--- src/rtl/uc_pkg.sv ---
// Shared control-unit definitions: MDControl encoding, mult/div FSM states and datapath width.
package uc_pkg;

  localparam int WIDTH = 32;

  localparam logic MD_MULT = 1'b0;
  localparam logic MD_DIV  = 1'b1;

  localparam logic [2:0] ST_IDLE_ENC   = 3'd0;
  localparam logic [2:0] ST_MRUN_ENC   = 3'd1;
  localparam logic [2:0] ST_DRUN_ENC   = 3'd2;
  localparam logic [2:0] ST_FINISH_ENC = 3'd3;
  localparam logic [2:0] ST_DZERO_ENC  = 3'd4;

  typedef enum logic [2:0] {
    ST_IDLE   = ST_IDLE_ENC,
    ST_MRUN   = ST_MRUN_ENC,
    ST_DRUN   = ST_DRUN_ENC,
    ST_FINISH = ST_FINISH_ENC,
    ST_DZERO  = ST_DZERO_ENC
  } md_state_t;

endpackage

--- src/rtl/hilo_regs.sv ---
// Architectural Hi/Lo registers: one write enable loads both halves from a double-width word.
module hilo_regs #(
  parameter int WIDTH = 32
) (
  input  logic               clk,
  input  logic               reset,
  input  logic               we,
  input  logic [2*WIDTH-1:0] wdata,
  output logic [WIDTH-1:0]   hi,
  output logic [WIDTH-1:0]   lo
);

  logic [WIDTH-1:0] half_reg [2];

  // Index 1 holds the upper half (Hi), index 0 the lower half (Lo).
  genvar gi;
  generate
    for (gi = 0; gi < 2; gi++) begin : g_half
      always_ff @(posedge clk) begin
        if (reset) begin
          half_reg[gi] <= '0;
        end else if (we) begin
          half_reg[gi] <= wdata[gi*WIDTH +: WIDTH];
        end
      end
    end
  endgenerate

  assign hi = half_reg[1];
  assign lo = half_reg[0];

endmodule

--- src/rtl/mult_div_unit.sv ---
// Multicycle signed MULT (radix-2 Booth) / DIV (restoring on magnitudes) responder.
// Result lands in Hi/Lo 34 cycles after the start request, with a one-cycle done.
module mult_div_unit #(
  parameter int WIDTH = uc_pkg::WIDTH,
  parameter int CNT_W = 6
) (
  input  logic             clk,
  input  logic             reset,
  input  logic             start,
  input  logic             MDControl,
  input  logic [WIDTH-1:0] A,
  input  logic [WIDTH-1:0] B,
  output logic             busy,
  output logic             done,
  output logic             divZero,
  output logic [WIDTH-1:0] Hi,
  output logic [WIDTH-1:0] Lo
);
  import uc_pkg::*;

  md_state_t        state_reg;
  logic [CNT_W-1:0] cnt_reg;
  logic [WIDTH-1:0] acc_reg;    // Booth accumulator / division remainder
  logic [WIDTH-1:0] mq_reg;     // multiplier / quotient
  logic [WIDTH-1:0] opnd_reg;   // multiplicand / divisor magnitude
  logic             q_reg;      // Booth q-1 bit
  logic             op_reg;
  logic             sign_a_reg;
  logic             sign_q_reg;
  logic             busy_reg;
  logic             done_reg;
  logic             dz_reg;

  logic [WIDTH-1:0] abs_a;
  logic [WIDTH-1:0] abs_b;
  logic [WIDTH:0]   booth_sum;
  logic [WIDTH:0]   rem_sh;
  logic [WIDTH:0]   trial;
  logic [WIDTH-1:0] rem_fix;
  logic [WIDTH-1:0] quo_fix;
  logic [2*WIDTH-1:0] hilo_wdata;
  logic             hilo_we;
  logic             last_step;

  always_comb begin
    abs_a = A[WIDTH-1] ? -A : A;
    abs_b = B[WIDTH-1] ? -B : B;
  end

  // Booth step on a sign-extended accumulator so that subtracting the most
  // negative multiplicand cannot overflow before the shift.
  always_comb begin
    booth_sum = {acc_reg[WIDTH-1], acc_reg};
    case ({mq_reg[0], q_reg})
      2'b01:   booth_sum = {acc_reg[WIDTH-1], acc_reg} + {opnd_reg[WIDTH-1], opnd_reg};
      2'b10:   booth_sum = {acc_reg[WIDTH-1], acc_reg} - {opnd_reg[WIDTH-1], opnd_reg};
      default: booth_sum = {acc_reg[WIDTH-1], acc_reg};
    endcase
  end

  // Restoring step: the remainder stays below the divisor, so the shifted
  // value fits WIDTH+1 bits and trial[WIDTH] is a reliable sign.
  always_comb begin
    rem_sh = {acc_reg, mq_reg[WIDTH-1]};
    trial  = rem_sh - {1'b0, opnd_reg};
  end

  always_comb begin
    rem_fix    = sign_a_reg ? -acc_reg : acc_reg;
    quo_fix    = sign_q_reg ? -mq_reg : mq_reg;
    hilo_wdata = (op_reg == MD_DIV) ? {rem_fix, quo_fix} : {acc_reg, mq_reg};
    hilo_we    = (state_reg == ST_FINISH);
    last_step  = (cnt_reg == CNT_W'(WIDTH - 1));
  end

  always_ff @(posedge clk) begin
    if (reset) begin
      state_reg  <= ST_IDLE;
      cnt_reg    <= '0;
      acc_reg    <= '0;
      mq_reg     <= '0;
      opnd_reg   <= '0;
      q_reg      <= 1'b0;
      op_reg     <= MD_MULT;
      sign_a_reg <= 1'b0;
      sign_q_reg <= 1'b0;
      busy_reg   <= 1'b0;
      done_reg   <= 1'b0;
      dz_reg     <= 1'b0;
    end else begin
      done_reg <= 1'b0;
      dz_reg   <= 1'b0;
      case (state_reg)
        ST_IDLE: begin
          if (start) begin
            cnt_reg  <= '0;
            acc_reg  <= '0;
            q_reg    <= 1'b0;
            op_reg   <= MDControl;
            busy_reg <= 1'b1;
            if (MDControl == MD_MULT) begin
              opnd_reg  <= A;
              mq_reg    <= B;
              state_reg <= ST_MRUN;
            end else if (B != '0) begin
              opnd_reg   <= abs_b;
              mq_reg     <= abs_a;
              sign_a_reg <= A[WIDTH-1];
              sign_q_reg <= A[WIDTH-1] ^ B[WIDTH-1];
              state_reg  <= ST_DRUN;
            end else begin
              state_reg <= ST_DZERO;
            end
          end
        end
        ST_MRUN: begin
          acc_reg <= booth_sum[WIDTH:1];
          mq_reg  <= {booth_sum[0], mq_reg[WIDTH-1:1]};
          q_reg   <= mq_reg[0];
          cnt_reg <= cnt_reg + 1'b1;
          if (last_step) state_reg <= ST_FINISH;
        end
        ST_DRUN: begin
          if (!trial[WIDTH]) begin
            acc_reg <= trial[WIDTH-1:0];
            mq_reg  <= {mq_reg[WIDTH-2:0], 1'b1};
          end else begin
            acc_reg <= rem_sh[WIDTH-1:0];
            mq_reg  <= {mq_reg[WIDTH-2:0], 1'b0};
          end
          cnt_reg <= cnt_reg + 1'b1;
          if (last_step) state_reg <= ST_FINISH;
        end
        ST_FINISH: begin
          done_reg  <= 1'b1;
          busy_reg  <= 1'b0;
          state_reg <= ST_IDLE;
        end
        ST_DZERO: begin
          dz_reg    <= 1'b1;
          busy_reg  <= 1'b0;
          state_reg <= ST_IDLE;
        end
        default: state_reg <= ST_IDLE;
      endcase
    end
  end

  hilo_regs #(.WIDTH(WIDTH)) u_hilo (
    .clk   (clk),
    .reset (reset),
    .we    (hilo_we),
    .wdata (hilo_wdata),
    .hi    (Hi),
    .lo    (Lo)
  );

  assign busy    = busy_reg;
  assign done    = done_reg;
  assign divZero = dz_reg;

endmodule

--- config.mk ---
export PLATFORM = sky130hd
export DESIGN_NAME = mult_div_unit
export DESIGN_NICKNAME = d
export VERILOG_FILES = /design/src/rtl/uc_pkg.sv /design/src/rtl/hilo_regs.sv /design/src/rtl/mult_div_unit.sv
export SDC_FILE = /design/constraint.sdc
export NUM_CORES = 1
export LEC_CHECK = 0
export ABC_AREA = 0
export CELL_PAD_IN_SITES_DETAIL_PLACEMENT = 1
export CELL_PAD_IN_SITES_GLOBAL_PLACEMENT = 1
export CORE_MARGIN = 2
export CORE_UTILIZATION = 30
export DETAILED_ROUTE_END_ITERATION = 16
export GPL_TIMING_DRIVEN = 0
export HOLD_SLACK_MARGIN = 0.1
export PLACE_DENSITY_LB_ADDON = 0.1
export SYNTH_ARGS = -nofsm -noshare
export SYNTH_HDL_FRONTEND = slang
export SYNTH_SLANG_ARGS = --single-unit
--- constraint.sdc ---
create_clock -name clk -period 3.93 [get_ports clk]
set_clock_uncertainty 0.2 [all_clocks]
set_input_delay 0.5895 -clock clk [delete_from_list [all_inputs] [get_ports clk]]
set_output_delay 0.5895 -clock clk [all_outputs]
set_load 0.02 [all_outputs]
After elaboration in Yosys (flattened, before gate mapping):

Memories as Yosys holds them, arrays and structs flattened.
Index checks and enable logic that the tools add are counted.

* bits of input ports: 68
* logic and storage cells: 90
* output and inout bits: 67
* memories: 1
* register bits: 112
* RAM bits: 64

* reductions and logical operators: 18
* bitwise operators: 3
* eq/ne operators: 12
* multiplexer cells: 35
* add/sub/neg operators: 8

Memory list
* u_hilo.half_reg: words 2, bits a word 32, rd ports 2, clocked after memory_dff 0, wr ports 2, line hilo_regs.sv:13 `logic [WIDTH-1:0] half_reg [2];`

Operators by type and width (count)
* 2-to-1 mux 32 bit: 13
* case mux 32 bit (3 select lines): 2
* negation 32 bit: 4
* case mux 33 bit (2 select lines): 1
* 2-to-1 mux 64 bit: 1
* adder 32 x 32 -> 33 bit: 1
* subtractor 32 x 32 -> 33 bit: 1
* subtractor 33 x 32 -> 33 bit: 1
* nonzero test 32 bit: 1
* 2-to-1 mux 3 bit: 4
* case mux 6 bit (2 select lines): 1
* AND reduction 2 bit: 6
* 2-to-1 mux 1 bit: 9
* AND reduction 3 bit: 3
* adder 6 x 1 -> 6 bit, second input constant: 1
* == test 3 x 2 -> 1 bit, second input constant: 2
* == test 6 x 5 -> 1 bit, second input constant: 1
* 2-to-1 mux 6 bit: 1
* inequality test 3 bit, second input constant: 2
* case mux 3 bit (2 select lines): 1
* nonzero test 2 bit: 3
* inequality test 2 x 1 -> 1 bit, second input constant: 2
* case mux 1 bit (2 select lines): 2
* AND reduction 4 bit: 1
* other kinds (10): 12

Depth between registers and ports, before layout:

* depth after elaboration: 6
* gate-level depth with buffers: 19
* mapped depth without buffers: 18

Cells and area by module:

A second synthesis with hierarchy kept.

* cell total of the unflattened synthesis: 1820
* area, all modules: 14911.8 um^2

Modules (own cells, without submodules)
* mult_div_unit: times used 1, seq. area each 2242.2 um^2, cells an instance 1677, area each 12310.6 um^2
* hilo_regs: times used 1, seq. area each 1921.8 um^2, cells an instance 143, area each 2601.2 um^2

Worst setup path before layout:

No wires, ideal clock.

* kind: reg-to-reg
* start: register opnd_reg[2]
* end: register acc_reg[31]
* setup time: 120 ps
* clock period less this slack: 4188 ps
* data arrival time: 3868 ps
* cell stages (with the launch flop): 17
* required time: 3610 ps
* path slack: -258 ps
* cell sequence: dfxtp_1 -> or3_1 -> nor4_1 -> a31oi_1 -> xnor2_1 -> ha_1 -> clkbuf_1 -> a21oi_1 -> o21ai_0 -> a21o_1 -> a221o_1 -> a31o_2 -> o311a_1 -> or3_1 -> a21oi_1 -> a311oi_1 -> o31a_1

* longest elaborated chain between the ends: 3

Ends and longest elaborated chain
* start, declared: line mult_div_unit.sv:25 `logic [WIDTH-1:0] opnd_reg;`
* start signal, assigned: line mult_div_unit.sv:106 `opnd_reg <= abs_b;`
* subtractor 32 x 32 -> 33 bit, or another cell as far along: line mult_div_unit.sv:56 `2'b10: booth_sum = {acc_reg[WIDTH-1], acc_reg} - {opnd_reg[WIDTH-1], opnd_reg};`
* case mux 33 bit (2 select lines) or 2-to-1 mux 32 bit (tied branches): line mult_div_unit.sv:54, mult_div_unit.sv:124
* case mux 32 bit (3 select lines) *: line mult_div_unit.sv:93 `case (state_reg)`
* end signal, assigned: line mult_div_unit.sv:117 `acc_reg <= booth_sum[WIDTH:1];`
* end signal, assigned: line mult_div_unit.sv:125 `acc_reg <= trial[WIDTH-1:0];`
* end signal, assigned: line mult_div_unit.sv:128 `acc_reg <= rem_sh[WIDTH-1:0];`
* end, declared: line mult_div_unit.sv:23 `logic [WIDTH-1:0] acc_reg;`

Mark *: on every way between the ends. The rest lies on a longest branch, timed or not.
A chain may end at the register's enable or synchronous reset.

Final worst setup path:

* start: register opnd_reg[3]
* end: register acc_reg[31]

Same word-level chain as after synthesis.

==> results.json <==
{
  "place_ws_ps": -1520,
  "crit_path_end_kind": "flop",
  "synth_xor_area_frac": 0.117,
  "core_mm2": 0.0477,
  "ios": 135,
  "grt_usage": 0.259,
  "dp_hpwl_um": 50900,
  "io_buffers": 130,
  "synth-main-ff-cell": "dfxtp_1",
  "avgSynthCellArea_um2": 7.80,
  "gr-total-overflow": 0,
  "syn_inst": 1859,
  "multi_input_area_mm2": 0.0104,
  "drc": 0,
  "fillCellCount": 5718,
  "wl_per_cell_um": 24.3,
  "total_power_mw": 20.3,
  "r2r_end": "acc_reg[31]$_SDFFE_PP0P_",
  "die_height_um": 224,
  "die_area_mm2": 0.0501,
  "numCtsBuffers": 17,
  "regArea_mm2": 0.00419,
  "wl_um": 65300,
  "ys_seq_elements": 176,
  "arrival_ps": 4590,
  "start_util": 0.304,
  "syn_area_mm2": 0.0145,
  "grt_pass1_wl_um": 97300,
  "post-route-util": 0.387,
  "final_cell_mix": "262 x nor2_1, 139 x a21oi_1, 130 x clkdlybuf4s50_1, 126 x nand2_1, 115 x xor2_1",
  "fmaxAchievable_mhz": 228,
  "rows": 80,
  "layout.cells.non_filler": 2689,
  "fin_nets": 2200,
  "ys_top_cells_by_area": "dfxtp_1 15%, edfxtp_1 13%, xor2_1 6.9%, nor2_1 6.9%, ha_1 6.1%",
  "synth_top_family_by_area": "compound AO/OA/AOI/OAI gates",
  "crit_type": "reg -> reg",
  "finalSetupViolations": 18,
  "p_leak_nw": 6.73,
  "finalCritPeriodShare": 1.12,
  "insertion_delay_ps": 510,
  "worstPathRequired_ps": 4130,
  "setup_ws_ps": -462,
  "slew_viol_final": 0,
  "grt_pass1_vias": 15400,
  "holdCritPathClass": "reg -> reg",
  "start_kind": "flop",
  "dp.cells": 2605,
  "drt_iter0_drc": 1278,
  "hold-path-cell-count": 2,
  "holdPathEnd": "q_reg$_SDFFE_PP0P_",
  "area_delta_synth_final_pct": 27.4,
  "dr.pass1.iters": 5,
  "synth.distinct_cells": 75,
  "timing_worst_slew_pin_value_ps": 1020,
  "detail-route-antenna-nets": 0,
  "yosys_warnings": 0,
  "via_per_inst": 5.74,
  "htreeDepth": 4,
  "antenna_found_initial": 0,
  "cts_root_buffer": "clkbuf_16",
  "cts_buffer_depth": 2,
  "finalHoldViolations": 0,
  "cts_tree": "done",
  "tns_ps": -4270,
  "drt-met1-wl_um": 31800,
  "ir_drop_v": 0.000476,
  "highest_layer": "met4",
  "reg2reg_depth": 17,
  "yosys-mux-area-fraction": 0.00716,
  "clock-sinks": 176,
  "grt_max_degree": 65,
  "drv_cap": 0,
  "p_per_area_mw_per_mm2": 1100,
  "violations": "negative setup slack",
  "timing.rr.start": "opnd_reg[3]$_SDFFE_PP0P_",
  "synth.largest_area_cell": "dfxtp_1",
  "r2r_slack_ps": -460,
  "status": "finished, violations left",
  "synthAdderAreaFrac": 0.0640,
  "finalCriticalPeriod_ps": 4390,
  "startpoint": "opnd_reg[3]$_SDFFE_PP0P_",
  "synth-compound-area-share": 0.279,
  "syn-num-nets": 2000,
  "met3_length_um": 3040,
  "met2_length_um": 29000,
  "final_layout_size_suffix_gt1_frac": 0.125,
  "holdBufCountCts": 0,
  "synth_async_sr_flop_share": 0,
  "yosysSeqAreaShare": 0.287,
  "critPathMaxFanout": 4,
  "die_w_um": 224,
  "relSlewSlack": 0.319,
  "synth_top_area_frac": 0.155,
  "min_from": "q_reg$_SDFFE_PP0P_",
  "synth-edff-count": 64,
  "largest_register_ffs": 64,
  "mostFrequentLayoutCell": "nor2_1",
  "clk_pin_slew_ps": 80,
  "gp_congestion": 0.908,
  "synth_simple_gate_area_frac": 0.194,
  "rsz0062_at_grt": "true",
  "vias": 15400
}
## synthesized netlist by cell type (all sizes together), types with 5 or more instances
| cell | n |
|---|---|
| nor2 | 267 |
| a21oi | 156 |
| nand2 | 128 |
| o21ai | 124 |
| xor2 | 115 |
| clkbuf | 113 |
| dfxtp | 112 |
| a211oi | 101 |
| xnor2 | 78 |
| ha | 71 |
| edfxtp | 64 |
| inv | 60 |
| a221oi | 36 |
| o31ai | 36 |
| or3 | 30 |
| nor3 | 28 |
| a21o | 27 |
| nor4 | 26 |
| nand2b | 23 |
| buf | 22 |
| nand3 | 21 |
| a222oi | 18 |
| a31oi | 16 |
| nand4 | 16 |
| o41ai | 16 |
| or4 | 13 |
| and2 | 11 |
| and3 | 10 |
| nor2b | 10 |
| o211ai | 10 |
| o21a | 9 |
| a22oi | 8 |
| a41oi | 7 |
| mux2i | 7 |
| o21bai | 7 |
| or2 | 7 |
| a311oi | 5 |
| and4 | 5 |
## power breakdown
group	total [mW]	internal, mW	switching [mW]
sequential	3.21	2.40	0.812
combinational	15.4	6.14	9.22
clock	1.76	0.875	0.882
## critical path: stages (launching register included)
cell and delay, ps:
dfxtp_2 320, or3_4 420, nor4_4 160, buf_6 180
and2_4 190, nand2b_4 70, nor2_4 200, a41oi_2 180
xnor2_2 180, ha_1 370, a21o_1 200, a22o_1 240
a31o_4 240, o311a_4 340, or3_1 340, a21oi_2 120
a311oi_1 60, o31a_1 260
## cell type report
type | instances | area share
diodes | 2 | 0.000271
plain buffers | 127 | 0.0314
clock buffers | 17 | 0.0230
clock inverters | 15 | 0.00718
inverters | 60 | 0.0125
multi-input cells | 1488 | 0.562
flip-flops and latches | 176 | 0.227
well taps | 615 | 0.0416
repair buffers | 189 | 0.0958
## repair_timing
item,CTS,global route
pin swaps,68,58
resized for setup,114,79
gates cloned,0,0
setup buffers,31,28
setup endpoints to repair,44,98
## worst max path at each step
stage                                     to  slack, ps  cells past startpoint
finish              acc_reg[31]$_SDFFE_PP0P_       -460                     17
global route        acc_reg[30]$_SDFFE_PP0P_       -560                     18
CTS                 acc_reg[31]$_SDFFE_PP0P_       -570                     17
detailed placement  acc_reg[30]$_SDFFE_PP0P_      -1520                     17
global placement    acc_reg[30]$_SDFFE_PP0P_      -1540                     17
floorplan           acc_reg[30]$_SDFFE_PP0P_        -30                     16
## logic make-up (layout without fill, tap and decap cells)
kind of cell             after synthesis  in the layout
AND/OR/NAND/NOR                      603            603
flip-flops                           176            176
AO/OA/AOI/OAI                        609            609
buffers and inverters                195            408
multiplexers                          10             10
other                                  0              2
XOR/XNOR                             193            193
adder cells (fa/ha/maj)               73             73
## through the flow
| stage | hold slack, ps | instance area, um2 |
|---|---|---|
| 5_1_grt | 329 | 18500 |
| 6_report | 280 | 18500 |
| 4_1_cts | 282 | 18000 |
| 2_1_floorplan | 248 | 14600 |
| 3_3_place_gp | 262 | 16700 |
| 3_5_place_dp | 269 | 16700 |
## routing by layer
layer  vias to the layer above  global-route usage
met1                      7723               0.378
met2                       401               0.399
met3                        64              0.0320
met4                         0              0.0751
met5                         -                   0
li1                       7235                   -
Power figures use the tool's default switching activity.
